### src/rtl/chain_dp_scheduler.sv
// Handshaked sequencer for the matrix-chain DP datapath: diagonal zero-init writes,
// then per-cell (i,j,k) split-point steps, a wait for the cell minimum, and the cell write.
module chain_dp_scheduler #(
  parameter int IDX_W = 8
) (
  input  logic             clk,
  input  logic             rst_n,
  input  logic             start,
  input  logic [IDX_W-1:0] matlen,
  output logic             busy,
  output logic             done,
  output logic [IDX_W-1:0] ir,
  output logic [IDX_W-1:0] jr,
  output logic [IDX_W-1:0] kr,
  output logic             step_valid,
  input  logic             step_ready,
  output logic             step_first,
  output logic             step_last,
  input  logic             cell_done,
  output logic             rw,
  output logic             wr_init,
  output logic [IDX_W-1:0] iw,
  output logic [IDX_W-1:0] jw
);

  localparam logic [2:0] S_IDLE  = 3'd0;
  localparam logic [2:0] S_INIT  = 3'd1;
  localparam logic [2:0] S_STEP  = 3'd2;
  localparam logic [2:0] S_WAIT  = 3'd3;
  localparam logic [2:0] S_WRITE = 3'd4;
  localparam logic [2:0] S_DONE  = 3'd5;

  localparam logic [IDX_W-1:0] ZERO = '0;
  localparam logic [IDX_W-1:0] ONE  = IDX_W'(1);
  localparam logic [IDX_W-1:0] TWO  = IDX_W'(2);

  logic [2:0]       r_state, w_state;
  logic [IDX_W-1:0] r_n, r_L, r_i, r_k;
  logic [IDX_W-1:0] w_n, w_L, w_i, w_k;
  logic [IDX_W-1:0] r_ir, r_jr, r_kr, r_iw, r_jw;
  logic [IDX_W-1:0] w_j;
  logic             w_step_last;

  assign w_j         = r_i + r_L - ONE;
  assign w_step_last = (r_k == r_i + r_L - TWO);

  always_comb begin
    w_state = r_state;
    w_n     = r_n;
    w_L     = r_L;
    w_i     = r_i;
    w_k     = r_k;
    case (r_state)
      S_IDLE: begin
        if (start) begin
          w_n = matlen;
          w_i = ZERO;
          w_state = (matlen == ZERO) ? S_DONE : S_INIT;
        end
      end
      S_INIT: begin
        if (r_i == r_n - ONE) begin
          if (r_n == ONE) begin
            w_state = S_DONE;
          end else begin
            w_L     = TWO;
            w_i     = ZERO;
            w_k     = ZERO;
            w_state = S_STEP;
          end
        end else begin
          w_i = r_i + ONE;
        end
      end
      S_STEP: begin
        if (step_ready) begin
          if (w_step_last) w_state = S_WAIT;
          else             w_k = r_k + ONE;
        end
      end
      S_WAIT: begin
        if (cell_done) w_state = S_WRITE;
      end
      S_WRITE: begin
        // Next cell on this diagonal, else first cell of the next longer chain.
        if (r_i < r_n - r_L) begin
          w_i     = r_i + ONE;
          w_k     = r_i + ONE;
          w_state = S_STEP;
        end else if (r_L < r_n) begin
          w_L     = r_L + ONE;
          w_i     = ZERO;
          w_k     = ZERO;
          w_state = S_STEP;
        end else begin
          w_state = S_DONE;
        end
      end
      S_DONE:  w_state = S_IDLE;
      default: w_state = S_IDLE;
    endcase
  end

  always_ff @(posedge clk or negedge rst_n) begin
    if (!rst_n) begin
      r_state <= S_IDLE;
      r_n     <= ZERO;
      r_L     <= ZERO;
      r_i     <= ZERO;
      r_k     <= ZERO;
      r_ir    <= ZERO;
      r_jr    <= ZERO;
      r_kr    <= ZERO;
      r_iw    <= ZERO;
      r_jw    <= ZERO;
    end else begin
      r_state <= w_state;
      r_n     <= w_n;
      r_L     <= w_L;
      r_i     <= w_i;
      r_k     <= w_k;
      // Index outputs load only when entering a qualified state, so they hold otherwise.
      if (w_state == S_STEP) begin
        r_ir <= w_i;
        r_jr <= w_i + w_L - ONE;
        r_kr <= w_k;
      end
      if (w_state == S_INIT) begin
        r_iw <= w_i;
        r_jw <= w_i;
      end else if (w_state == S_WRITE) begin
        r_iw <= r_i;
        r_jw <= w_j;
      end
    end
  end

  assign busy       = (r_state != S_IDLE);
  assign done       = (r_state == S_DONE);
  assign step_valid = (r_state == S_STEP);
  assign step_first = step_valid && (r_kr == r_ir);
  assign step_last  = step_valid && (r_kr == r_jr - ONE);
  assign rw         = (r_state == S_INIT) || (r_state == S_WRITE);
  assign wr_init    = (r_state == S_INIT);
  assign ir         = r_ir;
  assign jr         = r_jr;
  assign kr         = r_kr;
  assign iw         = r_iw;
  assign jw         = r_jw;

endmodule

### config.mk
export PLATFORM = sky130hd
export DESIGN_NAME = chain_dp_scheduler
export DESIGN_NICKNAME = d
export VERILOG_FILES = /design/src/rtl/chain_dp_scheduler.sv
export SDC_FILE = /design/constraint.sdc
export NUM_CORES = 1
export LEC_CHECK = 0
export BUFFER_PORTS_ARGS = -buffer_cell sky130_fd_sc_hd__buf_2
export CAP_MARGIN = 25
export CELL_PAD_IN_SITES_DETAIL_PLACEMENT = 1
export CELL_PAD_IN_SITES_GLOBAL_PLACEMENT = 2
export CORE_MARGIN = 2
export CORE_UTILIZATION = 40
export CTS_CLUSTER_SIZE = 12
export DETAILED_ROUTE_END_ITERATION = 8
export PLACE_DENSITY_LB_ADDON = 0.1
export SLEW_MARGIN = 10
export SYNTH_ARGS = -nofsm -noshare
export SYNTH_HDL_FRONTEND = slang
export SYNTH_SLANG_ARGS = --single-unit
### constraint.sdc
create_clock -name clk -period 9.6 [get_ports clk]
set_input_delay 1.92 -clock clk [delete_from_list [all_inputs] [get_ports clk]]
set_output_delay 1.92 -clock clk [all_outputs]
set_load 0.02 [all_outputs]
# Yosys cells after proc, flatten, opt, wreduce, memory -nomap -nowiden
# Cells that the tools add are included.
# word_totals
latchBits	0
romBits	0
elab_cells	76
out_inout_bits	47
n_memories	0
ram_bits	0
inputBits	13
regBits	75
# op_classes
magnitude_cmp	2
n_addsub	11
n_eq_ne	13
n_reduce_logical	8
n_div	0
bitwise_logic	0
n_mul	0
shift	0
mux	32
# op_table
cell	count
8-bit two-way mux	19
8-bit case mux with 3 select lines	2
8-bit equality test	4
8-bit by 1-bit subtractor with 8-bit output (second input constant)	4
3-bit two-way mux	9
8-bit by 1-bit adder with 8-bit output (second input constant)	3
8-bit adder	2
8-bit less-than comparator	2
8-bit case mux with 2 select lines	1
3-bit case mux with 5 select lines	1
3-bit by 2-bit equality test with 1-bit output (second input constant)	3
3-bit equality test (second input constant)	3
8-bit by 1-bit equality test with 1-bit output (second input constant)	1
8-bit zero test	1
8-bit by 2-bit subtractor with 8-bit output (second input constant)	1
8-bit subtractor	1
3-bit by 1-bit equality test with 1-bit output (second input constant)	2
3-bit zero test	1
3-bit nonzero test	1
1-bit logical AND	2
2-bit AND reduction	1
2-bit nonzero test	1
1-bit logical OR	1

# Logic depth before layout (Yosys ltp)
# Gate-level depths: netlist of run 1.
# logic_depth
ltp_word	9
ltp_mapped	31
ltp_nobuf	31

# Worst setup path after synthesis of run 1
# No wires, ideal clock.
# synth_path
path_type	reg2reg
start	register r_L[1]
end	register r_jr[7], in the netlist jr[7]
setup_ns	0.129
stages_incl_launch_ff	31
synth_period_minus_slack_ns	5.729
setup_slack_ns	3.871
required_time_ns	9.471
path_buffers	1
arrival_time_ns	5.600
cell_sequence	dfrtp_1 inv_1 ha_1 a21o_1 a21o_1 a21o_1 a21o_1 a21o_1 a21oi_1 xor2_1 ha_1 a211oi_1 o21ai_0 o22ai_2 nor2b_1 clkbuf_1 and2_1 mux2i_1 o21a_1 ha_1 inv_1 ha_1 fa_1 a21o_1 a21o_1 a21o_1 a21oi_1 xor2_1 xnor2_1 xnor2_1 o21ai_0
# synth_between
elab_chain_len	7
word_cells_on_any_way	23
cone_classes	add/sub: 6; order compare: 2; eq/ne: 2; mux: 13
# synth_lines
element	line	source
start: declaration	38	logic [IDX_W-1:0] r_n, r_L, r_i, r_k;
start signal: assignment	119	r_L <= w_L;
branches (longest 7 deep; another with 8-bit subtractor)	-	
end signal: assignment	125	r_jr <= w_i + w_L - ONE;
end: declaration	40	logic [IDX_W-1:0] r_ir, r_jr, r_kr, r_iw, r_jw;
# Parallel ways; which one is timed is not known.
# A chain may end at the register's enable or synchronous reset.

# Final worst setup path of run 1
# layout_path
start	register r_L[1]
end	register r_jr[7], in the netlist jr[7]
# layout_between
word_cells_on_any_way	23
cone_classes	add/sub: 6; order compare: 2; eq/ne: 2; mux: 13
# layout_rtl
element	line	source
8-bit subtractor or 8-bit less-than comparator (tied branches)	86, 90	
8-bit less-than comparator or 8-bit two-way mux (tied branches)	86, 90	
8-bit two-way mux (*)	86	if (r_i < r_n - r_L) begin
8-bit case mux with 3 select lines (*)	53	case (r_state)
named net w_i[0]	39	logic [IDX_W-1:0] w_n, w_L, w_i, w_k;
8-bit adder (*)	125	
8-bit by 1-bit subtractor with 8-bit output (*)	125	
# The timed path passes the listed nets; every way through them passes the cells marked *.

==> results.json, run 1 <==
{
  "status": "finished clean",
  "drv_cap": 0,
  "synth_top_area_share_pct": 30.1,
  "p_leak_nw": 3.23,
  "drtIter0Drc": 325,
  "synth_edf_count": 0,
  "period_share_pct": 70.5,
  "rsz0062_at_grt": "false",
  "cp.required_ns": 9.82,
  "htree_levels": 3,
  "reg2reg_to": "jr[7]",
  "area_delta_synth_final_pct": 11.0,
  "synth-seq-cells": 75,
  "syn_area_mm2": 0.00623,
  "cts_tree": "done",
  "track_usage_pct": 25.9,
  "grt_max_degree": 76,
  "p_int_w": 0.00129,
  "die_area_mm2": 0.0166,
  "cts_buffers": 9,
  "fmax_mhz": 148,
  "synth-simple-area-share_pct": 18.5,
  "tightest_slew_ns": 0.953,
  "ctsHoldBuffers": 0,
  "power_switching_w": 0.00126,
  "ios": 60,
  "grt_pass1_wl_um": 32900,
  "core_area_mm2": 0.0152,
  "path_clk_slew_ns": 0.06,
  "grt_antenna_before_repair": 0,
  "num_vias": 5568,
  "relSlewSlack_pct": 34.8,
  "drive_gt1_share_pct": 16.1,
  "clkLatencyLatePin_ns": 0.35,
  "cts-resized-gates": 0,
  "power.share.clock_pct": 13.7,
  "crit_fanout": 19,
  "maxSlewViolCount": 0,
  "synth_xor_area_share_pct": 8.93,
  "fin_setup_tns_ns": 0,
  "synth_seq_area_share_pct": 30.1,
  "clock_skew_ns": 0.00866,
  "hold_viol_final": 0,
  "synth_area_leader_cell": "dfrtp_1",
  "crit_path_max_incr_delay_ns": 0.68,
  "num_antenna_cells": 0,
  "min_delay_path_depth": 1,
  "vdd_drop_max_mv": 0.265,
  "viasPerCell": 5.87,
  "fp.dieW_um": 129,
  "powerDensity_mw_per_mm2": 368,
  "synth_top_family_by_area": "compound AO/OA/AOI/OAI gates",
  "postLayoutCoreUtil_pct": 45.5,
  "start_util_pct": 41.0,
  "dp_hpwl_um": 16100,
  "grt_pass1_vias": 5897,
  "ys_warn_count": 0,
  "post-route-drc-count": 0,
  "cpMostUsedCell": "a21o_1",
  "worstPathArrival_ns": 6.99,
  "synth_common_cells": "dfrtp_1, nand2_1, nor2_1",
  "place_ws_ns": 2.83,
  "async_flop_share_pct": 100,
  "r2r_slack_ns": 2.83,
  "setup_viol": 0,
  "drt_wl_total_um": 20600,
  "ant_nets": 0,
  "overflow": 0,
  "nets": 814,
  "syn_nets": 771,
  "crit_path_start_kind": "flip-flop",
  "io_buffer_count": 59,
  "postSynthCellCount": 712,
  "place_congestion": 0.877,
  "seqPwrFrac_pct": 24.7,
  "path_class": "reg -> reg",
  "swShare_pct": 49.5,
  "yosysMostFrequentCell": "dfrtp_1",
  "slowest_stage": "o22ai_2",
  "synth_adder_area_share_pct": 9.60,
  "yosys.cell_types.count": 87,
  "worstReg2RegStart": "r_L[1]",
  "crit_path_end_kind": "flip-flop",
  "cts_setup_buffers": 0,
  "clockBufferDepth": 2,
  "cts.sinks": 75,
  "holdCritPathClass": "reg -> reg",
  "chipHeight_um": 129,
  "detail_route.wl_per_cell_um": 21.8,
  "synth_compound_area_share_pct": 23.1,
  "synth.top_cells.by_area": "dfrtp_1, ha_1, xnor2_1",
  "muxShareOfSynthArea_pct": 3.11,
  "holdPathEnd": "jw[6]",
  "comb_power_share_pct": 61.6,
  "worst_slack_ns": 2.83,
  "avgSynthCellArea_um2": 8.75,
  "min_period_ns": 6.77,
  "synth_ff_type": "dfrtp_1",
  "root_buffer": "clkbuf_16",
  "reg2regPathDepth": 30,
  "rows": 45,
  "min_from": "jw[6]",
  "first_pass_iters": 4
}
-- stage by stage --
stage | cell area (µm²) | hold WS (ns) | cells | power (W)
after floorplan | 6230 | 0.514 | 712 | 0.00176
after global placement | 6590 | 0.492 | 931 | 0.00215
after detailed placement | 6590 | 0.497 | 931 | 0.00220
after CTS | 6890 | 0.510 | 947 | 0.00256
after global routing | 6920 | 0.536 | 948 | 0.00276
final | 6920 | 0.505 | 948 | 0.00255
-- critical path: cells and delay by family, from the launching register on --
family,cells,cell delay [ns]
flip-flops,1,0.49
adder cells (fa/ha/maj),5,1.33
AO/OA/AOI/OAI,14,2.94
buffers and inverters,3,0.26
multiplexers,1,0.33
AND/OR/NAND/NOR,3,0.62
XOR/XNOR,4,0.66
-- registers in the layout, summed over array words and instances, names as in the netlist --
signal,cells
iw,8
r_L,8
r_i,8
r_state,3
jw,8
ir,8
kr,8
r_k,8
r_n,8
jr,8
-- cell families after synthesis --
kind of cell	count (synthesis)
adder cells (fa/ha/maj)	46
buffers and inverters	81
XOR/XNOR	62
AND/OR/NAND/NOR	225
multiplexers	18
flip-flops	75
AO/OA/AOI/OAI	205
-- layout by cell type, fill, tap and decap left out, drive strengths merged, types with 9 or more instances in the layout --
| master | Yosys | final |
|---|---|---|
| a31oi | 10 | 10 |
| dfrtp | 75 | 75 |
| a211oi | 12 | 12 |
| mux2 | 11 | 11 |
| inv | 49 | 50 |
| buf | 10 | 63 |
| nand2 | 67 | 67 |
| ha | 43 | 43 |
| o31a | 9 | 9 |
| nand3 | 18 | 18 |
| xnor2 | 32 | 32 |
| xor2 | 29 | 29 |
| o21ai | 51 | 51 |
| nor2 | 50 | 50 |
| clkbuf | 18 | 10 |
| a221o | 10 | 10 |
| nor4 | 12 | 12 |
| a21o | 18 | 18 |
| nor2b | 9 | 9 |
| and2 | 9 | 9 |
| a21oi | 35 | 35 |
| nor3 | 14 | 14 |
-- routing by layer --
| layer | track usage [%] | wire length (µm) |
|---|---|---|
| met2 | 42.0 | 9620 |
| met5 | 0 | 0 |
| met1 | 35.7 | 9790 |
| met3 | 3.78 | 735 |
| met4 | 8.44 | 489 |
-- power by group through the flow --
stage / clock network, W / registers [W] / logic, W
floorplan: 0 / 0.000608 / 0.00115
global placement: 0 / 0.000625 / 0.00153
detailed placement: 0 / 0.000633 / 0.00157
CTS: 0.000359 / 0.000627 / 0.00158
global route: 0.000372 / 0.000647 / 0.00174
finish: 0.000349 / 0.000629 / 0.00157
-- how the worst max path moves through the flow --
stage	from	to	slack, ns	cells past startpoint
3_3_place_gp	r_L[1]	jr[7]	3.08	30
4_1_cts	r_L[1]	jr[7]	2.79	30
6_report	r_L[1]	jr[7]	2.83	30
2_1_floorplan	r_L[1]	jr[7]	3.87	30
3_5_place_dp	r_L[1]	jr[7]	2.83	30
5_1_grt	r_L[1]	jr[7]	2.30	30
-- final cells by class --
cell class                      count  area (µm²)
Multi-Input combinational cell    556        3970
Timing Repair Buffer               63         348
Tap cell                          188         235
Clock buffer                       10         239
Clock inverter                      6        63.8
Inverter                           50         188
Sequential cell                    75        1880
Fill cell                        1795        8290
Power figures use the tool's default switching activity.
==> inputs of run 2 (changes only) <==
--- a/config.mk
+++ b/config.mk
@@ -10,7 +10,7 @@
 export CELL_PAD_IN_SITES_DETAIL_PLACEMENT = 1
 export CELL_PAD_IN_SITES_GLOBAL_PLACEMENT = 2
 export CORE_MARGIN = 2
-export CORE_UTILIZATION = 40
+export CORE_UTILIZATION = 37
 export CTS_CLUSTER_SIZE = 12
 export DETAILED_ROUTE_END_ITERATION = 8
 export PLACE_DENSITY_LB_ADDON = 0.1
==> constraint.sdc (replaced) <==
create_clock -name clk -period 6.5 [get_ports clk]
set_input_delay 1.3 -clock clk [delete_from_list [all_inputs] [get_ports clk]]
set_output_delay 1.3 -clock clk [all_outputs]
set_load 0.02 [all_outputs]
==> run 2 against run 1 <==
  * Highest routed layer unchanged
  * Critical path type unchanged
  * Largest cell class unchanged
  * Register-to-register slack got worse by 2.4 ns
  * Die area rose by 7.9%
  * Design area increased by 1.5%
  * Largest power group unchanged
  * Clock skew decreased by 0.0026 ns
  * Non-clock buffer count grew 10
  * Power is 49% higher
  * Combinational power increased by 52%
  * First-iteration DRC count is 8.9% lower
==> results.json, run 2 (same netlist as run 1, synthesis figures left out) <==
{
  "start_util_pct": 37.7,
  "cts.sinks": 75,
  "min_delay_path_depth": 1,
  "track_usage_pct": 24.5,
  "power.total_w": 0.00378,
  "period_share_pct": 93.1,
  "relSlewSlack_pct": 39.3,
  "min_from": "jw[2]",
  "grt_pass1_vias": 5957,
  "final_common_cell": "dfrtp_1",
  "drtIter0Drc": 296,
  "power_switching_w": 0.00186,
  "slowest_stage": "dfrtp_1",
  "rows": 47,
  "hold_viol_final": 0,
  "maxSlewViolCount": 0,
  "crit_path_end_kind": "flip-flop",
  "crit_path_start_kind": "flip-flop",
  "detail_route.wl_per_cell_um": 21.3,
  "tightest_slew_ns": 0.908,
  "grt_pass1_wl_um": 33700,
  "place_ws_ns": 0.410,
  "power.share.clock_pct": 12.7,
  "grt_max_degree": 60,
  "worstReg2RegStart": "r_n[0]",
  "seqPwrFrac_pct": 24.2,
  "filler_cell_count": 1975,
  "drt_wl_total_um": 21100,
  "num_antenna_cells": 0,
  "ant_nets": 0,
  "viasPerCell": 5.72,
  "layout_common_cells": "dfrtp_1, nand2_1, buf_2",
  "root_buffer": "clkbuf_16",
  "cp.required_ns": 6.72,
  "holdCritPathClass": "reg -> reg",
  "swShare_pct": 49.2,
  "status": "finished clean",
  "nets": 824,
  "fin_area_mm2": 0.00702,
  "dp_hpwl_um": 16800,
  "die_area_mm2": 0.0179,
  "holdPathEnd": "jw[2]",
  "clockBufferDepth": 2,
  "fp.dieW_um": 134,
  "num_vias": 5655,
  "powerDensity_mw_per_mm2": 539,
  "drv_cap": 0,
  "placement.cell_area_mm2": 0.00669,
  "drive_gt1_share_pct": 17.2,
  "crit_fanout": 8,
  "path_clk_slew_ns": 0.06,
  "fin_setup_tns_ns": 0,
  "path_class": "reg -> reg",
  "cpMostUsedCell": "a21o_1",
  "vdd_drop_max_mv": 0.244,
  "place_congestion": 0.873,
  "chipHeight_um": 134,
  "ios": 60,
  "grt_antenna_before_repair": 0,
  "rsz0062_at_grt": "false",
  "reg2regPathDepth": 31,
  "overflow": 0,
  "p_leak_nw": 3.28,
  "cts_buffers": 9,
  "r2r_slack_ns": 0.45,
  "clkLatencyLatePin_ns": 0.34,
  "p_int_w": 0.00192,
  "comb_power_share_pct": 63.1,
  "core_area_mm2": 0.0165,
  "worst_slack_ns": 0.446,
  "crit_path_max_incr_delay_ns": 0.46,
  "io_buffer_count": 59,
  "reg2reg_to": "jr[7]",
  "htree_levels": 3,
  "setup_viol": 0,
  "fmax_mhz": 165,
  "first_pass_iters": 4,
  "min_period_ns": 6.05,
  "cts_tree": "done",
  "clock_skew_ns": 0.00608,
  "post-route-drc-count": 0,
  "worstPathArrival_ns": 6.27,
  "area_delta_synth_final_pct": 12.6
}
==> run 2: critical path, delay by kind of cell (launching register included) <==
family / cells / cell delay, ns
AOI/OAI and AO/OA: 14 / 2.52
adders and majority gates: 5 / 1.19
xor gates and xnor gates: 4 / 0.65
DFF: 1 / 0.46
and+or+nand+nor: 3 / 0.43
buffers and inverters: 4 / 0.36
muxes: 1 / 0.35
==> run 2: timing repair <==
action	in CTS	in global routing
hold buffers	0	0
endpoints found under the setup margin	0	1
setup buffers	0	4
endpoints found under the hold margin	0	0
gates resized for setup	0	3
==> run 2: cell type report <==
type	count	area (µm²)	share of cell area, %
multi-input combinational	556	3970	56.6
sequential	75	1880	26.7
timing repair buffer	73	427	6.08
tap	220	275	3.92
clock buffer	13	270	3.85
inverter	50	188	2.67
clock inverter	2	10.0	0.143
==> run 2: power groups by stage <==
stage               combinational (W)  sequential (W)  clock (W)
floorplan                     0.00170        0.000898          0
global placement              0.00228        0.000919          0
detailed placement            0.00235        0.000927          0
CTS                           0.00238        0.000918   0.000494
global route                  0.00265        0.000950   0.000517
finish                        0.00239        0.000917   0.000480
==> run 2: how the worst max path moves through the flow <==
| stage | start | cells after the start | to |
|---|---|---|---|
| finish | r_n[0] | 31 | jr[7] |
| global route | r_n[0] | 32 | jr[7] |
| floorplan | r_L[1] | 30 | jr[7] |
| CTS | r_n[0] | 26 | jr[7] |
| global placement | r_n[1] | 29 | jr[7] |
| detailed placement | r_n[0] | 27 | jr[7] |
==> run 2: through the flow <==
stage	hold WS, ns	utilization [%]	cells
floorplan	0.514	-	712
global placement	0.494	40.4	969
detailed placement	0.498	40.5	970
CTS	0.512	42.2	985
global route	0.524	42.5	989
finish	0.511	42.5	989
==> run 2: layer usage <==
layer / vias to the layer above / wire [µm] / GRT usage, %
met5: - / 0 / 0
met4: 0 / 639 / 8.75
met3: 32 / 808 / 3.48
met2: 103 / 10100 / 40.6
met1: 2846 / 9610 / 32.8
li1: 2674 / - / -
==> inputs of run 3 (changes only) <==
--- a/config.mk
+++ b/config.mk
@@ -9,6 +9,7 @@
 export CAP_MARGIN = 25
 export CELL_PAD_IN_SITES_DETAIL_PLACEMENT = 1
 export CELL_PAD_IN_SITES_GLOBAL_PLACEMENT = 2
+export CORE_ASPECT_RATIO = 1.25
 export CORE_MARGIN = 2
 export CORE_UTILIZATION = 37
 export CTS_CLUSTER_SIZE = 12
==> run 3 against run 2 <==
  * Non-clock buffer count is 5 higher
  * Register-to-register slack lost 0.12 ns
  * Critical path depth grew 1
  * First-iteration DRC count is 8.4% higher
  * Combinational power about the same
  * Fmax down 1.9%
  * Clock skew up 0.0013 ns
  * Sequential share of layout area fell by 0.26 points
  * Critical path type unchanged
  * Largest cell class unchanged
==> results.json, run 3 (same netlist as run 1, synthesis figures left out) <==
{
  "status": "finished clean",
  "track_usage_pct": 24.6,
  "htree_levels": 3,
  "place_ws_ns": 0.262,
  "power.total_w": 0.00391,
  "drtIter0Drc": 321,
  "layout_common_cells": "dfrtp_1, nand2_1, buf_2",
  "overflow": 0,
  "crit_path_start_kind": "flip-flop",
  "num_antenna_cells": 0,
  "final_common_cell": "dfrtp_1",
  "slowest_stage": "dfrtp_2",
  "rows": 53,
  "worstPathArrival_ns": 6.40,
  "grt_antenna_before_repair": 0,
  "p_leak_nw": 3.31,
  "path_clk_slew_ns": 0.06,
  "vdd_drop_max_mv": 0.195,
  "crit_fanout": 6,
  "post-route-drc-count": 0,
  "powerDensity_mw_per_mm2": 551,
  "setup_viol": 0,
  "seqPwrFrac_pct": 23.6,
  "cts.sinks": 75,
  "holdCritPathClass": "reg -> reg",
  "dp_hpwl_um": 16800,
  "r2r_slack_ns": 0.33,
  "place_congestion": 0.893,
  "drive_gt1_share_pct": 17.9,
  "worst_slack_ns": 0.327,
  "chipHeight_um": 149,
  "cts_tree": "done",
  "min_period_ns": 6.17,
  "comb_power_share_pct": 61.3,
  "first_pass_iters": 4,
  "cp_top_family": "compound AO/OA/AOI/OAI gates",
  "area_delta_synth_final_pct": 14.0,
  "crit_path_max_incr_delay_ns": 0.46,
  "critPathBufInv": 5,
  "nets": 829,
  "placement.cell_area_mm2": 0.00670,
  "start_util_pct": 37.4,
  "filler_cell_count": 2028,
  "fmax_mhz": 162,
  "num_vias": 5607,
  "cpMostUsedCell": "a21o_1",
  "ctsHoldBuffers": 0,
  "ios": 60,
  "grt_pass1_wl_um": 33600,
  "crit_path_end_kind": "flip-flop",
  "cp.required_ns": 6.73,
  "grt_max_degree": 42,
  "period_share_pct": 95.0,
  "maxSlewViolCount": 0,
  "clkLatencyLatePin_ns": 0.35,
  "clock_skew_ns": 0.00741,
  "grt_pass1_vias": 5885,
  "p_int_w": 0.00202,
  "fin_area_mm2": 0.00710,
  "hold_viol_final": 0,
  "core_area_mm2": 0.0166,
  "clockBufferDepth": 2,
  "viasPerCell": 5.64,
  "detail_route.wl_per_cell_um": 21.6,
  "power.share.clock_pct": 15.1,
  "drv_cap": 0,
  "path_class": "reg -> reg",
  "cts_buffers": 9,
  "io_buffer_count": 59,
  "relSlewSlack_pct": 40.0,
  "swShare_pct": 48.3,
  "ant_nets": 0,
  "root_buffer": "clkbuf_16",
  "power_switching_w": 0.00189,
  "drt_wl_total_um": 21500,
  "tightest_slew_ns": 0.898,
  "fp.dieW_um": 120,
  "die_area_mm2": 0.0179
}
## run 3: changes by cell type in the layout (fill, tap and decap cells not counted)
cell,previous run,this run
buf_12,1,0
nor2_2,1,0
clkbuf_8,3,0
a221oi_1,0,1
nor2_1,49,50
dfrtp_2,0,3
buf_4,12,18
bufinv_16,0,3
a221oi_2,2,1
clkinvlp_4,0,2
clkinv_4,0,1
dfrtp_1,75,72
clkinv_2,2,0
## run 3: routing by layer
metal	GRT usage (%)	wire length, µm
met1	30.1	9310
met5	0	0
met2	43.7	10700
met4	9.94	600
met3	3.21	847
## run 3: final cells by class
class                   instances  area, µm²  area share [%]
inverters                      50        188            2.64
repair buffers                 78        452            6.36
clock buffers                  10        229            3.22
clock inverters                 6        114            1.60
flip-flops and latches         75       1880            26.5
well taps                     220        275            3.88
multi-input cells             556       3970            55.8
## run 3: power by group through the flow
stage          clock network, W  logic (W)  registers [W]
2_1_floorplan                 0    0.00170       0.000898
3_3_place_gp                  0    0.00231       0.000923
3_5_place_dp                  0    0.00235       0.000932
4_1_cts                0.000606    0.00238       0.000926
5_1_grt                0.000621    0.00264       0.000952
6_report               0.000590    0.00240       0.000923
## run 3: worst reg2reg max path: cells and delay by family (launching register included)
kind	cells	cell delay [ns]
buffers and inverters	5	0.49
and+or+nand+nor	3	0.32
DFF	1	0.46
AOI/OAI and AO/OA	14	2.60
adders and majority gates	5	1.16
muxes	1	0.36
xor gates and xnor gates	4	0.64
## run 3: what timing repair did
action / CTS / global route
setup buffers: 0 / 7
endpoints found under the setup margin: 0 / 1
resized for setup: 0 / 4
## run 3: worst paths after layout
check | startpoint | to | depth (start not counted)
min reg2reg | iw[3] | iw[3] | 1
min in group asynchronous | rst_n | kr[5] | 1
max in group asynchronous | rst_n | r_L[1] | 2
max | r_n[0] | jr[7] | 32
min | iw[3] | iw[3] | 1
max reg2reg | r_n[0] | jr[7] | 32
## run 3: per-stage QoR
| step | setup TNS (ns) | utilization (%) | hold WS (ns) | cells |
|---|---|---|---|---|
| 3_5_place_dp | 0 | 40.3 | 0.503 | 972 |
| 3_3_place_gp | 0 | 40.2 | 0.494 | 971 |
| 6_report | 0 | 42.7 | 0.523 | 995 |
| 5_1_grt | -0.0180 | 42.7 | 0.532 | 995 |
| 4_1_cts | 0 | 42.3 | 0.525 | 988 |
| 2_1_floorplan | 0 | - | 0.514 | 712 |
